`src/rtl/sync_fifo_prog_if.sv`:
```
// Handshake/data bundle for sync_fifo_prog: the producer/consumer side drives
// requests via master; the FIFO drives data and status flags via slave.
interface sync_fifo_prog_if #(
  parameter int FIFO_WIDTH = 16,
  parameter int FIFO_DEPTH = 8
);
  logic                          flush;
  logic                          wr_en;
  logic [FIFO_WIDTH-1:0]         data_in;
  logic                          rd_en;
  logic [FIFO_WIDTH-1:0]         data_out;
  logic                          valid_out;
  logic                          full, empty, almostfull, almostempty;
  logic                          prog_full, prog_empty;
  logic                          wr_ack, overflow, underflow;
  logic [$clog2(FIFO_DEPTH):0]   count;

  modport master (
    output flush, wr_en, data_in, rd_en,
    input  data_out, valid_out, full, empty, almostfull, almostempty,
           prog_full, prog_empty, wr_ack, overflow, underflow, count
  );

  modport slave (
    input  flush, wr_en, data_in, rd_en,
    output data_out, valid_out, full, empty, almostfull, almostempty,
           prog_full, prog_empty, wr_ack, overflow, underflow, count
  );
endinterface

```
`src/rtl/sync_fifo_prog.sv`:
```
// Single-clock FIFO with programmable thresholds, arbitrary depth and
// optional first-word-fall-through read port.
module sync_fifo_prog #(
  parameter int FIFO_WIDTH    = 16,
  parameter int FIFO_DEPTH    = 8,
  parameter int PROG_FULL_TH  = 6,
  parameter int PROG_EMPTY_TH = 2,
  parameter bit FWFT          = 1'b0
) (
  input  logic             clk,
  input  logic             rst_n,
  sync_fifo_prog_if.slave  bus
);
  localparam int PW = $clog2(FIFO_DEPTH);
  localparam int CW = PW + 1;
  typedef logic [PW-1:0] ptr_t;

  logic [FIFO_WIDTH-1:0] mem_q [FIFO_DEPTH];
  ptr_t                  wr_ptr_q, wr_ptr_d, rd_ptr_q, rd_ptr_d;
  logic [CW-1:0]         count_q, count_d;
  logic [FIFO_WIDTH-1:0] data_out_q, data_out_d;
  logic                  valid_q, valid_d;
  logic                  wr_ack_q, wr_ack_d, ovf_q, ovf_d, udf_q, udf_d;
  logic                  full, empty, wr_acc, rd_acc;

  // Explicit compare-and-wrap so non-power-of-two depths work.
  function automatic ptr_t ptr_inc(input ptr_t p);
    return (p == ptr_t'(FIFO_DEPTH - 1)) ? '0 : ptr_t'(p + 1'b1);
  endfunction

  assign full   = (count_q == CW'(FIFO_DEPTH));
  assign empty  = (count_q == '0);
  assign wr_acc = bus.wr_en && !bus.flush && !full;
  assign rd_acc = bus.rd_en && !bus.flush && !empty;

  always_comb begin
    wr_ptr_d   = wr_ptr_q;
    rd_ptr_d   = rd_ptr_q;
    count_d    = count_q;
    data_out_d = data_out_q;
    valid_d    = 1'b0;
    wr_ack_d   = 1'b0;
    ovf_d      = 1'b0;
    udf_d      = 1'b0;
    if (bus.flush) begin
      wr_ptr_d = '0;
      rd_ptr_d = '0;
      count_d  = '0;
    end else begin
      wr_ack_d = wr_acc;
      ovf_d    = bus.wr_en && full;
      udf_d    = bus.rd_en && empty;
      if (wr_acc) wr_ptr_d = ptr_inc(wr_ptr_q);
      if (rd_acc) begin
        rd_ptr_d   = ptr_inc(rd_ptr_q);
        data_out_d = mem_q[rd_ptr_q];
        valid_d    = 1'b1;
      end
      case ({wr_acc, rd_acc})
        2'b10:   count_d = count_q + 1'b1;
        2'b01:   count_d = count_q - 1'b1;
        default: count_d = count_q;
      endcase
    end
  end

  always_ff @(posedge clk or negedge rst_n) begin
    if (!rst_n) begin
      wr_ptr_q   <= '0;
      rd_ptr_q   <= '0;
      count_q    <= '0;
      data_out_q <= '0;
      valid_q    <= 1'b0;
      wr_ack_q   <= 1'b0;
      ovf_q      <= 1'b0;
      udf_q      <= 1'b0;
    end else begin
      wr_ptr_q   <= wr_ptr_d;
      rd_ptr_q   <= rd_ptr_d;
      count_q    <= count_d;
      data_out_q <= data_out_d;
      valid_q    <= valid_d;
      wr_ack_q   <= wr_ack_d;
      ovf_q      <= ovf_d;
      udf_q      <= udf_d;
    end
  end

  // Storage is deliberately left out of reset.
  always_ff @(posedge clk) begin
    if (wr_acc) mem_q[wr_ptr_q] <= bus.data_in;
  end

  generate
    if (FWFT) begin : g_fwft
      // Gate to zero while empty so reset shows data_out=0.
      assign bus.data_out  = empty ? '0 : mem_q[rd_ptr_q];
      assign bus.valid_out = !empty;
    end else begin : g_reg
      assign bus.data_out  = data_out_q;
      assign bus.valid_out = valid_q;
    end
  endgenerate

  assign bus.full        = full;
  assign bus.empty       = empty;
  assign bus.almostfull  = (count_q == CW'(FIFO_DEPTH - 1));
  assign bus.almostempty = (count_q == CW'(1));
  assign bus.prog_full   = (count_q >= CW'(PROG_FULL_TH));
  assign bus.prog_empty  = (count_q <= CW'(PROG_EMPTY_TH));
  assign bus.wr_ack      = wr_ack_q;
  assign bus.overflow    = ovf_q;
  assign bus.underflow   = udf_q;
  assign bus.count       = count_q;
endmodule
```
`src/flat_wrapper.sv`:
```
// flat-port wrapper written by rule: the top's interface ports become plain ports
module sync_fifo_prog_flat 
#(
  parameter int FIFO_WIDTH    = 16,
  parameter int FIFO_DEPTH    = 8,
  parameter int PROG_FULL_TH  = 6,
  parameter int PROG_EMPTY_TH = 2,
  parameter bit FWFT          = 1'b0
)
  (clk, rst_n, bus_flush, bus_wr_en, bus_data_in, bus_rd_en, bus_data_out, bus_valid_out, bus_full, bus_empty, bus_almostfull, bus_almostempty, bus_prog_full, bus_prog_empty, bus_wr_ack, bus_overflow, bus_underflow, bus_count);
  sync_fifo_prog_if #(.FIFO_WIDTH(FIFO_WIDTH), .FIFO_DEPTH(FIFO_DEPTH)) bus_i ();
  input  logic clk;
  input  logic rst_n;
  input wire logic [$bits(bus_i.flush)-1:0] bus_flush;
  input wire logic [$bits(bus_i.wr_en)-1:0] bus_wr_en;
  input wire logic [$bits(bus_i.data_in)-1:0] bus_data_in;
  input wire logic [$bits(bus_i.rd_en)-1:0] bus_rd_en;
  output wire logic [$bits(bus_i.data_out)-1:0] bus_data_out;
  output wire logic [$bits(bus_i.valid_out)-1:0] bus_valid_out;
  output wire logic [$bits(bus_i.full)-1:0] bus_full;
  output wire logic [$bits(bus_i.empty)-1:0] bus_empty;
  output wire logic [$bits(bus_i.almostfull)-1:0] bus_almostfull;
  output wire logic [$bits(bus_i.almostempty)-1:0] bus_almostempty;
  output wire logic [$bits(bus_i.prog_full)-1:0] bus_prog_full;
  output wire logic [$bits(bus_i.prog_empty)-1:0] bus_prog_empty;
  output wire logic [$bits(bus_i.wr_ack)-1:0] bus_wr_ack;
  output wire logic [$bits(bus_i.overflow)-1:0] bus_overflow;
  output wire logic [$bits(bus_i.underflow)-1:0] bus_underflow;
  output wire logic [$bits(bus_i.count)-1:0] bus_count;
  assign bus_i.flush = bus_flush;
  assign bus_i.wr_en = bus_wr_en;
  assign bus_i.data_in = bus_data_in;
  assign bus_i.rd_en = bus_rd_en;
  assign bus_data_out = bus_i.data_out;
  assign bus_valid_out = bus_i.valid_out;
  assign bus_full = bus_i.full;
  assign bus_empty = bus_i.empty;
  assign bus_almostfull = bus_i.almostfull;
  assign bus_almostempty = bus_i.almostempty;
  assign bus_prog_full = bus_i.prog_full;
  assign bus_prog_empty = bus_i.prog_empty;
  assign bus_wr_ack = bus_i.wr_ack;
  assign bus_overflow = bus_i.overflow;
  assign bus_underflow = bus_i.underflow;
  assign bus_count = bus_i.count;
  sync_fifo_prog #(.FIFO_WIDTH(FIFO_WIDTH), .FIFO_DEPTH(FIFO_DEPTH), .PROG_FULL_TH(PROG_FULL_TH), .PROG_EMPTY_TH(PROG_EMPTY_TH), .FWFT(FWFT)) u_core (.clk(clk), .rst_n(rst_n), .bus(bus_i));
endmodule
```
`config.mk`:
```
export PLATFORM = sky130hd
export DESIGN_NAME = sync_fifo_prog_flat
export DESIGN_NICKNAME = d
export VERILOG_FILES = /design/src/rtl/sync_fifo_prog_if.sv /design/src/rtl/sync_fifo_prog.sv /design/src/flat_wrapper.sv
export SDC_FILE = /design/constraint.sdc
export NUM_CORES = 1
export LEC_CHECK = 0
export CORE_AREA = 4 4 89 175
export CTS_BUF_LIST = sky130_fd_sc_hd__clkbuf_8 sky130_fd_sc_hd__clkbuf_16
export DETAILED_ROUTE_END_ITERATION = 12
export DIE_AREA = 0 0 93 179
export SLEW_MARGIN = 30
export SYNTH_ARGS = -nofsm -noshare
export SYNTH_HDL_FRONTEND = slang
export SYNTH_SLANG_ARGS = --single-unit
```
`constraint.sdc`:
```
create_clock -name clk -period 3.9 [get_ports clk]
set_input_delay 1.17 -clock clk [delete_from_list [all_inputs] [get_ports clk]]
set_output_delay 1.17 -clock clk [all_outputs]
set_load 0.005 [all_outputs]
```
Word level (Yosys, flattened, before mapping)
Memories as Yosys holds them, arrays and structs flattened. A register that Yosys moved wholly into a read port is not among the register bits.
Index checks and enable logic that the tools add are counted.
- register bits after elaboration: 14
- memory bits (writable): 128
- bits of input ports: 21
- output and inout bits: 30
- word-level logic and storage cells: 52
- memories: 1
- $add $sub $neg: 4
- magnitude comparators: 2
- eq/ne operators: 7
- mux-type cells: 15
- bitwise gates (word level): 1
- reduce and logical (&&, ||, !) cells: 15
- memory list (memory ; depth ; width ; rd ports ; clocked after memory_dff ; write ports ; RTL line ; source):
    u_core.mem_q ; 8 ; 16 ; 1 ; 1 ; 1 ; sync_fifo_prog.sv:18 ; logic [FIFO_WIDTH-1:0] mem_q [FIFO_DEPTH];
- operators with widths (cell ; count):
    3-bit two-way mux ; 6
    4-bit one-hot mux with 2 select lines ; 1
    1-bit two-way mux ; 7
    3-bit by 1-bit adder with 3-bit output, second input constant ; 2
    3-bit == test, second input constant ; 2
    1-bit logical AND ; 6
    4-bit by 1-bit adder with 4-bit output, second input constant ; 1
    4-bit by 1-bit == test with 1-bit output, second input constant ; 1
    4-bit by 3-bit == test with 1-bit output, second input constant ; 1
    4-bit == test, second input constant ; 1
    4-bit by 3-bit greater-or-equal comparator with 1-bit output, second input constant ; 1
    4-bit by 2-bit <= comparator with 1-bit output, second input constant ; 1
    1-bit zero test ; 4
    4-bit zero test ; 1
    4-bit two-way mux ; 1
    2-bit nonzero test ; 2
    4-bit by 1-bit subtractor with 4-bit output, second input constant ; 1
    3-bit nonzero test ; 1
    2-bit by 1-bit == test with 1-bit output, second input constant ; 1
    2-bit == test, second input constant ; 1
    2-bit AND reduction ; 1
    1-bit inverter ; 1

Longest topological paths before layout
- depth after elaboration: 6
- mapped depth: 8
- mapped depth without buffers: 7

Worst setup path after synthesis
Ideal clock, no wire load.
- path kind: in2reg
- from: in bus_flush
- to: mem u_core.mem_q[0][0] (enable)
- library setup time: 430 ps
- arrival time: 3136 ps
- data required time: 3470 ps
- slack: 334 ps
- stages on the path: 4
- path buffers: 1
- cell sequence: clkinv_1 > nand3_2 > buf_4 > nor4_1
- word-level cells in the longest chain between the ends: 5
- ends and longest elaborated chain (element ; RTL line ; source):
    start: declaration ; flat_wrapper.sv:14 ; input wire logic [$bits(bus_i.flush)-1:0] bus_flush;
    1-bit zero test ; sync_fifo_prog.sv:33 ; assign wr_acc = bus.wr_en && !bus.flush && !full;
    1-bit logical AND (2 in series) ; sync_fifo_prog.sv:33 ;
    1-bit two-way mux ; sync_fifo_prog.sv:91 ; if (wr_acc) mem_q[wr_ptr_q] <= bus.data_in;
    1-bit two-way mux (not written as such) ; sync_fifo_prog.sv:91 ;
    end: declaration ; sync_fifo_prog.sv:18 ;
No other way between the ends.

Worst setup path in the final report
- from: reg u_core.count_q[1] (netlist: u_core.bus.count[1])
- to: out bus_empty
- word-level cells in the longest chain between the ends: 1
- ends and longest elaborated chain (element ; RTL line ; source):
    start: declaration ; sync_fifo_prog.sv:20 ; logic [CW-1:0] count_q, count_d;
    start signal: assignment ; sync_fifo_prog.sv:80 ; count_q <= count_d;
    4-bit zero test ; sync_fifo_prog.sv:32 ; assign empty = (count_q == '0);
    end: declaration ; flat_wrapper.sv:21 ; output wire logic [$bits(bus_i.empty)-1:0] bus_empty;
No other way between the ends.

==> impl_metrics.json <==
{
  "start_util": 0.442,
  "fin_ws_ns": 0.384,
  "reg2reg_to": "u_core.mem_q[2][4]$_DFFE_PP_",
  "hold_class": "flop to flop",
  "coreArea_um2": 14300,
  "dp_cells": 580,
  "synth_area_um2": 6300,
  "cp-start-kind": "flop",
  "dr.pass1.iters": 4,
  "p_leak_nw": 2.60,
  "final_cells": 612,
  "cts_buffer_depth": 2,
  "path_buf_inv": 3,
  "critical_path_class": "flop to output port",
  "r2r_slack_ns": 1.30,
  "drc_errors": 0,
  "drv_slew": 0,
  "ff2ff_path_depth": 6,
  "post_dp_cell_area_um2": 7050,
  "cp.arrival_ns": 2.35,
  "avgSynthCellArea_um2": 18.5,
  "grt_usage": 0.167,
  "grt_max_degree": 35,
  "grt_pass1_vias": 3521,
  "status": "finished, final reports clean",
  "ys_warn_count": 0,
  "first_iter_violations": 155,
  "combPwrFrac": 0.204,
  "finalCritPeriodShare": 0.902,
  "insertion_delay_ns": 0.41,
  "cp_data_required_time_ns": 2.73,
  "holdPathEnd": "u_core.bus.data_out[1]$_DFFE_PN0P_",
  "die-area_um2": 16600,
  "whs_ns": 0.529,
  "portBuffers": 50,
  "crit_path_max_fanout": 8,
  "timing.setup.tns_ns": 0,
  "ctsResizeCount": 0,
  "htreeDepth": 4,
  "nFillCells": 1184,
  "overflow": 0,
  "place_ws_ns": 0.520,
  "cts_buffers": 17,
  "n_antenna_cell": 0,
  "synth_top_cell_by_area": "edfxtp_1",
  "post_cts_buffers": 0,
  "critPathMaxStageDelay_ns": 0.49,
  "wl_per_cell_um": 20.5,
  "timing.fmax_ghz": 0.284,
  "vias_per_cell": 5.25,
  "syn_nets": 370,
  "drive_gt1_frac": 0.217,
  "fin_area_um2": 7650,
  "power.total_mw": 4.68,
  "ir_worst_vdd_mv": 0.317,
  "maxSlewHeadroom": 0.392,
  "powerDensity_nw_per_um2": 611,
  "min-delay-start": "u_core.bus.data_out[1]$_DFFE_PN0P_",
  "die_h_um": 179,
  "fin_nets": 436,
  "yosysSeqAreaShare": 0.729,
  "clock-sinks": 158,
  "ys_ff_latch": 158,
  "power_frac_clock": 0.350,
  "setup_viol": 0,
  "crit_path_cell_trace": "inv_1 > ha_1 > or3b_4 > clkinv_4 > clkdlybuf4s50_1",
  "end_kind": "output port",
  "worstReg2RegStart": "u_core.bus.count[1]$_DFFE_PN0P_",
  "clkTransAtPathRegs_ns": 0.06,
  "grt_pass1_wl_um": 20200,
  "syn_to_final_growth_pct": 21.4,
  "tightestPinTransition_ns": 0.912,
  "fp.dieW_um": 93,
  "critPathTopFamily": "buffers and inverters",
  "synth.top_cell.area_share": 0.610,
  "cts_tree": "yes",
  "fin_crit_ns": 3.52,
  "utilization": 0.536,
  "io_pins": 51,
  "synthTopCellsByArea": "edfxtp_1 61%, dfrtp_1 12%, mux4_2 11%, mux2i_1 2.7%, a21oi_1 1.7%",
  "rows": 62,
  "syn_inst": 341,
  "root_buffer": "clkbuf_16",
  "slowest_stage": "clkdlybuf4s50_1",
  "fin_skew_ns": 0.00888,
  "rsz0062_at_grt": "no",
  "switching_share": 0.256,
  "p_seq_frac": 0.446,
  "ys_types": 40,
  "cap_violations": 0,
  "cts.hold.buffers_added": 0,
  "p_int_mw": 3.48,
  "gp_congestion": 0.888,
  "antenna_found_initial": 0,
  "drt-total-wl_um": 12500,
  "whs_path_depth": 2,
  "p_sw_mw": 1.20,
  "final_antenna_net_count": 0,
  "hold_viol_final": 0,
  "vias": 3216,
  "hpwl_um": 8370
}
-- state kept, by name (all words and copies together), names as in the netlist --
name                  cells
u_core.rd_ptr_q           3
u_core.bus.valid_out      1
u_core.wr_ptr_q           3
u_core.bus.overflow       1
u_core.mem_q            128
u_core.bus.wr_ack         1
u_core.bus.underflow      1
u_core.bus.count          4
u_core.bus.data_out      16
-- cells in the mapped netlist, drive strengths merged --
library cell	instances
edfxtp	128
o21ai	1
and4	1
nand3b	3
a21oi	21
a311o	1
nor4	3
a21o	1
a211oi	2
nand2b	6
clkinv	2
o2111ai	1
nor3	6
mux2i	17
buf	15
clkbuf	1
o211ai	3
nor2b	1
a31o	1
mux4	32
nand3	4
xnor2	1
or3b	1
nand2	15
a31oi	2
ha	8
nor3b	1
o41ai	1
inv	6
dfrtp	30
nor2	24
and2	1
o21a	1
-- power groups by stage --
stage / clock, mW / sequential [mW] / combinational [mW]
4_1_cts: 1.68 / 2.09 / 0.977
3_3_place_gp: 0 / 2.12 / 0.966
6_report: 1.64 / 2.09 / 0.954
3_5_place_dp: 0 / 2.12 / 0.971
2_1_floorplan: 0 / 2.09 / 0.557
5_1_grt: 1.75 / 2.11 / 1.05
-- worst max-delay path by stage --
stage | from | end | depth (start not counted)
after floorplan | bus_flush | u_core.mem_q[0][0]$_DFFE_PP_ | 4
after global placement | bus_flush | u_core.mem_q[2][3]$_DFFE_PP_ | 5
after detailed placement | bus_flush | u_core.mem_q[6][0]$_DFFE_PP_ | 5
after CTS | u_core.bus.count[1]$_DFFE_PN0P_ | bus_empty | 5
after global routing | u_core.bus.count[1]$_DFFE_PN0P_ | bus_empty | 5
final | u_core.bus.count[1]$_DFFE_PN0P_ | bus_empty | 5
-- layout by cell type, fill, tap and decap left out, types with 2 or more instances in the layout --
cell             netlist  layout
nand2b_1               6       6
edfxtp_1             128     128
inv_6                  0       2
inv_1                  5       6
buf_4                  2      12
mux4_2                32      32
clkdlybuf4s50_1        0      49
clkinv_4               1       4
nor4_1                 3       2
nor3_2                 0       4
mux2i_1               17      17
dfrtp_1               30      28
ha_1                   8       8
clkinvlp_4             0       3
a31oi_1                2       2
nand3_1                3       3
nand3b_1               3       3
clkbuf_16              0      19
nor2_1                23      23
a21oi_1               21      21
a211oi_1               2       2
nor3_1                 6       2
dfrtp_2                0       2
nand2_1               14      14
o211ai_1               3       3
clkbuf_8               0       2
-- per-layer routing --
metal,share of wire,vias up,GRT usage
met2,0.55,73,0.294
met3,0.031,22,0.0319
met5,0,-,0
met1,0.39,1646,0.193
met4,0.028,0,0.0813
li1,-,1475,-
-- worst min-delay path: cells and delay by family (launching register included) --
kind | cells | cell delay [ns]
AOI/OAI and AO/OA | 1 | 0.10
DFF | 1 | 0.34
and+or+nand+nor | 1 | 0.05
-- area by class of cell --
type	count	area [um2]	area share
clock buffers	21	503	0.0657
clock inverters	11	105	0.0137
inverters	8	35.0	0.00458
multi-input cells	159	1570	0.205
flip-flops and latches	158	4600	0.601
well taps	192	240	0.0314
repair buffers	63	606	0.0791
-- kinds of logic (layout without fill, tap and decap cells) --
logic type / after synthesis / after routing / synth area share
DFF: 158 / 158 / 0.729
and+or+nand+nor: 66 / 66 / 0.0524
muxes: 49 / 49 / 0.141
AOI/OAI and AO/OA: 35 / 35 / 0.0335
buffers and inverters: 24 / 103 / 0.0268
adders and majority gates: 8 / 8 / 0.0159
xor gates and xnor gates: 1 / 1 / 0.00139
(Power assumes the default switching activity.)
